File: src/rtl/vec_wb_collect.sv
// Vector write-back collector: assembles lane result slices into a VLEN-bit buffer
// and issues one byte-enabled register-file write. Optional macro: VEC_WB_TAIL_AGNOSTIC_EN.
module vec_wb_collect #(
  parameter int VLEN       = 128,
  parameter int LANE_WIDTH = 4,
  parameter int NB_LANES   = 2
) (
  input  logic                   clk,
  input  logic                   reset,
  input  logic                   start,
  input  logic [4:0]             vd_addr,
  input  logic [9:0]             vl,
  input  logic [2:0]             vsew,
  input  logic [NB_LANES-1:0]    lane_valid,
  input  logic [NB_LANES*64-1:0] lane_data,
  input  logic [NB_LANES*10-1:0] lane_index,
  input  logic                   lanes_done,
  output logic                   wb_valid,
  input  logic                   wb_ready,
  output logic [4:0]             wb_addr,
  output logic [VLEN-1:0]        wb_data,
  output logic [VLEN/8-1:0]      wb_be,
  output logic                   busy,
  output logic                   err_collide
);

  localparam int LANE_BITS  = 1 << LANE_WIDTH;
  localparam int LANE_BYTES = LANE_BITS / 8;
  localparam int NBYTES     = VLEN / 8;
  localparam int NSLOTS     = VLEN / LANE_BITS;

  typedef enum logic [1:0] {IDLE, COLLECT, WRITE} state_e;

  state_e              state_q, state_d;
  logic [4:0]          vd_q, vd_d;
  logic [9:0]          vl_q, vl_d;
  logic [2:0]          vsew_q, vsew_d;
  logic [VLEN-1:0]     buf_q, buf_d;
  logic [NBYTES-1:0]   mask_q, mask_d;
  logic                err_q, err_d;
  logic                wb_valid_q, wb_valid_d;
  logic [4:0]          wb_addr_q, wb_addr_d;
  logic [VLEN-1:0]     wb_data_q, wb_data_d;
  logic [NBYTES-1:0]   wb_be_q, wb_be_d;
  logic [NBYTES-1:0]   tail;
  logic                slot_hit;
  logic                unused_lane_bits;

  assign unused_lane_bits = ^lane_data;

  always_ff @(posedge clk or posedge reset) begin
    if (reset) state_q <= IDLE;
    else       state_q <= state_d;
  end

  always_comb begin
    state_d = state_q;
    case (state_q)
      IDLE:    if (start) state_d = COLLECT;
      COLLECT: if (lanes_done) state_d = WRITE;
      WRITE:   if (wb_valid_q && wb_ready) state_d = IDLE;
      default: state_d = IDLE;
    endcase
  end

  always_comb begin
    busy        = (state_q != IDLE);
    wb_valid    = wb_valid_q;
    wb_addr     = wb_addr_q;
    wb_data     = wb_data_q;
    wb_be       = wb_be_q;
    err_collide = err_q;
  end

  // Element index of byte b is b >> vsew; reserved widths (1xx) make every byte tail.
  always_comb begin
    tail = '0;
    for (int b = 0; b < NBYTES; b++) begin
      tail[b] = vsew_q[2] | ((10'(b) >> vsew_q[1:0]) >= vl_q);
    end
  end

  always_comb begin
    vd_d       = vd_q;
    vl_d       = vl_q;
    vsew_d     = vsew_q;
    buf_d      = buf_q;
    mask_d     = mask_q;
    err_d      = err_q;
    wb_valid_d = wb_valid_q;
    wb_addr_d  = wb_addr_q;
    wb_data_d  = wb_data_q;
    wb_be_d    = wb_be_q;
    slot_hit   = 1'b0;
    case (state_q)
      IDLE: begin
        if (start) begin
          vd_d   = vd_addr;
          vl_d   = vl;
          vsew_d = vsew;
          buf_d  = '0;
          mask_d = '0;
          err_d  = 1'b0;
        end
      end
      COLLECT: begin
        // Only aligned in-range offsets match a slot; later lanes overwrite earlier ones.
        for (int s = 0; s < NSLOTS; s++) begin
          slot_hit = 1'b0;
          for (int l = 0; l < NB_LANES; l++) begin
            if (lane_valid[l] && (lane_index[l*10 +: 10] == 10'(s * LANE_BITS))) begin
              if (slot_hit) err_d = 1'b1;
              slot_hit = 1'b1;
              buf_d[s*LANE_BITS +: LANE_BITS] = lane_data[l*64 +: LANE_BITS];
              for (int k = 0; k < LANE_BYTES; k++) mask_d[s*LANE_BYTES + k] = 1'b1;
            end
          end
        end
        if (lanes_done) begin
          wb_valid_d = 1'b1;
          wb_addr_d  = vd_q;
          for (int b = 0; b < NBYTES; b++) begin
`ifdef VEC_WB_TAIL_AGNOSTIC_EN
            if (tail[b]) begin
              wb_data_d[b*8 +: 8] = 8'hFF;
              wb_be_d[b]          = 1'b1;
            end else begin
              wb_data_d[b*8 +: 8] = buf_d[b*8 +: 8];
              wb_be_d[b]          = mask_d[b];
            end
`else
            wb_data_d[b*8 +: 8] = buf_d[b*8 +: 8];
            wb_be_d[b]          = mask_d[b] & ~tail[b];
`endif
          end
        end
      end
      WRITE: begin
        if (wb_valid_q && wb_ready) wb_valid_d = 1'b0;
      end
      default: ;
    endcase
  end

  always_ff @(posedge clk or posedge reset) begin
    if (reset) begin
      vd_q       <= '0;
      vl_q       <= '0;
      vsew_q     <= '0;
      buf_q      <= '0;
      mask_q     <= '0;
      err_q      <= 1'b0;
      wb_valid_q <= 1'b0;
      wb_addr_q  <= '0;
      wb_data_q  <= '0;
      wb_be_q    <= '0;
    end else begin
      vd_q       <= vd_d;
      vl_q       <= vl_d;
      vsew_q     <= vsew_d;
      buf_q      <= buf_d;
      mask_q     <= mask_d;
      err_q      <= err_d;
      wb_valid_q <= wb_valid_d;
      wb_addr_q  <= wb_addr_d;
      wb_data_q  <= wb_data_d;
      wb_be_q    <= wb_be_d;
    end
  end

endmodule

File: config.mk
export PLATFORM = sky130hd
export DESIGN_NAME = vec_wb_collect
export DESIGN_NICKNAME = d
export VERILOG_FILES = /design/src/rtl/vec_wb_collect.sv
export SDC_FILE = /design/constraint.sdc
export NUM_CORES = 1
export LEC_CHECK = 0
export CAP_MARGIN = 25
export CORE_MARGIN = 4
export CORE_UTILIZATION = 45
export CTS_CLUSTER_DIAMETER = 80
export DETAILED_ROUTE_END_ITERATION = 10
export MAX_ROUTING_LAYER = met4
export PLACE_DENSITY = 0.82
export SYNTH_ARGS = -nofsm -noshare
export SYNTH_HDL_FRONTEND = slang
export SYNTH_SLANG_ARGS = --single-unit
File: constraint.sdc
create_clock -name clk -period 19.2 [get_ports clk]
set_input_delay 3.84 -clock clk [delete_from_list [all_inputs] [get_ports clk]]
set_output_delay 3.84 -clock clk [all_outputs]
set_load 0.1 [all_outputs]
==> results.json <==
{
  "async_flop_share": 1.00,
  "start_util": 0.458,
  "intPower_mw": 1.23,
  "cp_slowest_cell": "nor3b_4",
  "syn-cell-area_sq_um": 15900,
  "switching_share": 0.372,
  "cts_root_buffer": "clkbuf_16",
  "first_pass_iters": 5,
  "drive_above_1_share": 0.107,
  "numClockSinks": 315,
  "clk_pin_slew_ns": 0.06,
  "combPwrFrac": 0.281,
  "drt-wirelength-per-cell_um": 23.0,
  "antenna_found_initial": 6,
  "power_density_nw_per_um2": 99.8,
  "grt_setup_unrepaired": "no",
  "leakage_nw": 8.77,
  "remaining_drc_errors": 0,
  "place_inst": 2208,
  "cp.arrival_ns": 6.66,
  "synth_flop_cell": "dfrtp_1",
  "worst_slew_pin_slew_ns": 1.12,
  "synth.top_cell.area_share": 0.496,
  "finalNetCount": 2001,
  "io_buffer_count": 228,
  "status": "finished, final reports clean",
  "synth_seq_area_share": 0.496,
  "grt_use_total": 0.273,
  "drt_iter0_drc": 1686,
  "ys_warn_count": 0,
  "ctsHtreeMaxLevel": 2,
  "cap_violations": 0,
  "viasPerCell": 5.99,
  "yosysUniqueCellTypes": 50,
  "worstPathRequired_ns": 19.57,
  "fin_crit_sh": 0.328,
  "grt_pass1_wl_um": 79800,
  "vias": 13666,
  "core_sq_um": 34700,
  "clkPwrFrac": 0.350,
  "seq_power_share": 0.369,
  "grt_max_degree": 246,
  "n_fill_cell": 2907,
  "insertion_delay_ns": 0.53,
  "final-instance-count-excl-fill": 2282,
  "ios": 325,
  "start_kind": "input pin",
  "synth_nets": 1845,
  "globalplace.congestion": 0.950,
  "period_needed_ns": 6.29,
  "max-vdd-ir-drop_uv": 76.2,
  "hp-class": "register to register",
  "timing.setup.tns_ns": 0,
  "synth_edf_count": 0,
  "area_delta_synth_final_pct": 23.7,
  "path_cells": "clkdlybuf4s50_1 > nor3b_4 > nand4_4 > mux2_2 > mux2i_1 > o21ai_0",
  "max_freq_ghz": 0.159,
  "setup_viol": 0,
  "clock_path_buffers": 3,
  "drt_wl_total_um": 52500,
  "cpPeakStageDelay_ns": 0.84,
  "synth_seq_cells": 315,
  "grt_pass1_vias": 13248,
  "hpwl_um": 33700,
  "hold_viol": 0,
  "cp-end-kind": "register",
  "max-slew-margin-rel": 0.252,
  "synth.area.top_cells": "dfrtp_1 50%, nand2_1 8.7%, o31ai_1 6.1%",
  "row_count": 68,
  "cts_tree": "done",
  "cts_setup_buffers": 0,
  "crit_fanout": 21,
  "slew_viol_final": 0,
  "drtAntennaViolNets": 0,
  "cts_resized": 0,
  "cts_made_buffers": 35,
  "yosysTopAreaCell": "dfrtp_1",
  "die-area_sq_um": 38400,
  "die_x_um": 196,
  "grt_overflow": 0,
  "syn_inst": 1640,
  "chipHeight_um": 196,
  "synth_area_per_cell_sq_um": 9.70,
  "design_area_sq_um": 19700,
  "p_sw_mw": 0.731,
  "fin_skew_ns": 0.0165,
  "placed_area_sq_um": 18400,
  "path_class": "input pin to register",
  "cts_hold_buf": 0
}
per-layer routing:
layer  part of all wire  GRT usage  routed length [um]
met3               0.10     0.0689                5360
met5                  0          -                   0
met1               0.39      0.354               20600
met2               0.46      0.416               24100
met4              0.045      0.101                2370
cell usage after synthesis, types with 2 or more instances:
cell,number
nand2_1,370
dfrtp_1,315
o21ai_0,137
o31ai_1,129
nor2_1,110
clkbuf_1,94
o21ai_1,75
mux2_2,43
and3_1,33
a221o_1,32
ha_1,32
mux2i_1,24
and2_1,23
mux2_4,19
buf_2,18
a221oi_1,16
inv_1,16
a21oi_1,14
nor2_4,14
a22o_1,12
nand2b_1,12
nand4_1,10
nor2_2,10
mux2i_4,9
buf_6,8
nand4_4,7
o221ai_1,7
buf_4,6
nor2b_1,6
a211oi_1,4
buf_1,4
nand3_1,4
a32o_1,3
o2bb2ai_1,3
and3b_1,2
and4_1,2
mux2_1,2
nor3b_4,2
o2111ai_1,2
registers in the layout, summed over array words and instances, names as in the netlist:
signal	cells
wb_be	16
vd_q	5
mask_q	16
wb_valid	1
wb_addr	5
state_q	2
wb_data	128
vsew_q	3
vl_q	10
buf_q	128
err_collide	1
cell families (layout without fill, tap and decap cells):
group	Yosys count	after routing	synth area share
flops	315	315	0.496
simple gates	611	611	0.180
buf+inv	146	327	0.0411
compound gates	439	439	0.180
mux	97	97	0.0776
other cells	0	6	0
fa+ha+maj	32	32	0.0252
worst paths after layout:
| path | start | end | slack (ns) | cells past startpoint |
|---|---|---|---|---|
| worst max-delay path | lane_index[5] | wb_data[59] | 12.91 | 6 |
| worst min-delay path | vd_q[4] | wb_addr[4] | 0.47 | 2 |
| worst max register to register | state_q[1] | wb_be[8] | 16.34 | 5 |
| worst min register to register | vd_q[4] | wb_addr[4] | 0.47 | 2 |
| max in group asynchronous | reset | wb_addr[1] | 14.26 | 3 |
| min in group asynchronous | reset | buf_q[53] | 3.67 | 2 |
through the flow:
step                      setup slack, ns   util  power (mW)  hold slack (ns)
final                               12.91  0.567        1.96            0.474
after global routing                12.77  0.567        2.05            0.492
after CTS                           13.00  0.563        1.96            0.478
after floorplan                      6.65      -        1.11            0.439
after detailed placement            12.46  0.529        1.27            0.464
after global placement              12.15  0.527        1.26            0.453
placed cells by master, fill, tap and decap left out, types with 7 or more instances in the layout:
| cell type | count |
|---|---|
| o221ai_1 | 7 |
| a21oi_1 | 14 |
| mux2i_4 | 9 |
| nand2_1 | 369 |
| mux2_4 | 19 |
| nor2_2 | 10 |
| a221o_1 | 32 |
| o21ai_0 | 137 |
| buf_4 | 10 |
| and3_1 | 33 |
| mux2_2 | 43 |
| clkbuf_16 | 36 |
| nor2_4 | 15 |
| o21ai_1 | 75 |
| a22o_1 | 12 |
| nand4_4 | 7 |
| nand2b_1 | 12 |
| nor2_1 | 109 |
| a221oi_1 | 16 |
| dfrtp_1 | 315 |
| ha_1 | 32 |
| nand4_1 | 10 |
| o31ai_1 | 129 |
| and2_1 | 23 |
| inv_1 | 15 |
| clkdlybuf4s50_1 | 228 |
| mux2i_1 | 24 |
power by group through the flow:
stage	clock network, mW	logic, mW	registers (mW)
floorplan	0	0.309	0.802
global placement	0	0.526	0.735
detailed placement	0	0.535	0.737
CTS	0.695	0.538	0.725
global route	0.724	0.601	0.730
finish	0.688	0.552	0.725
layout make-up:
type,count,area [sq um],area share
flip-flops and latches,315,7880,0.401
diodes,6,15.0,0.000763
clock buffers,44,970,0.0493
multi-input cells,1179,7390,0.375
well taps,455,569,0.0289
clock inverters,18,199,0.0101
inverters,16,67.6,0.00343
repair buffers,249,2590,0.132
critical path, delay by kind of cell:
kind	cells	cell delay, ns
buf+inv	1	0.58
mux	2	0.74
simple gates	2	1.35
compound gates	1	0.14
No activity file was read; power rests on OpenSTA's default activity.
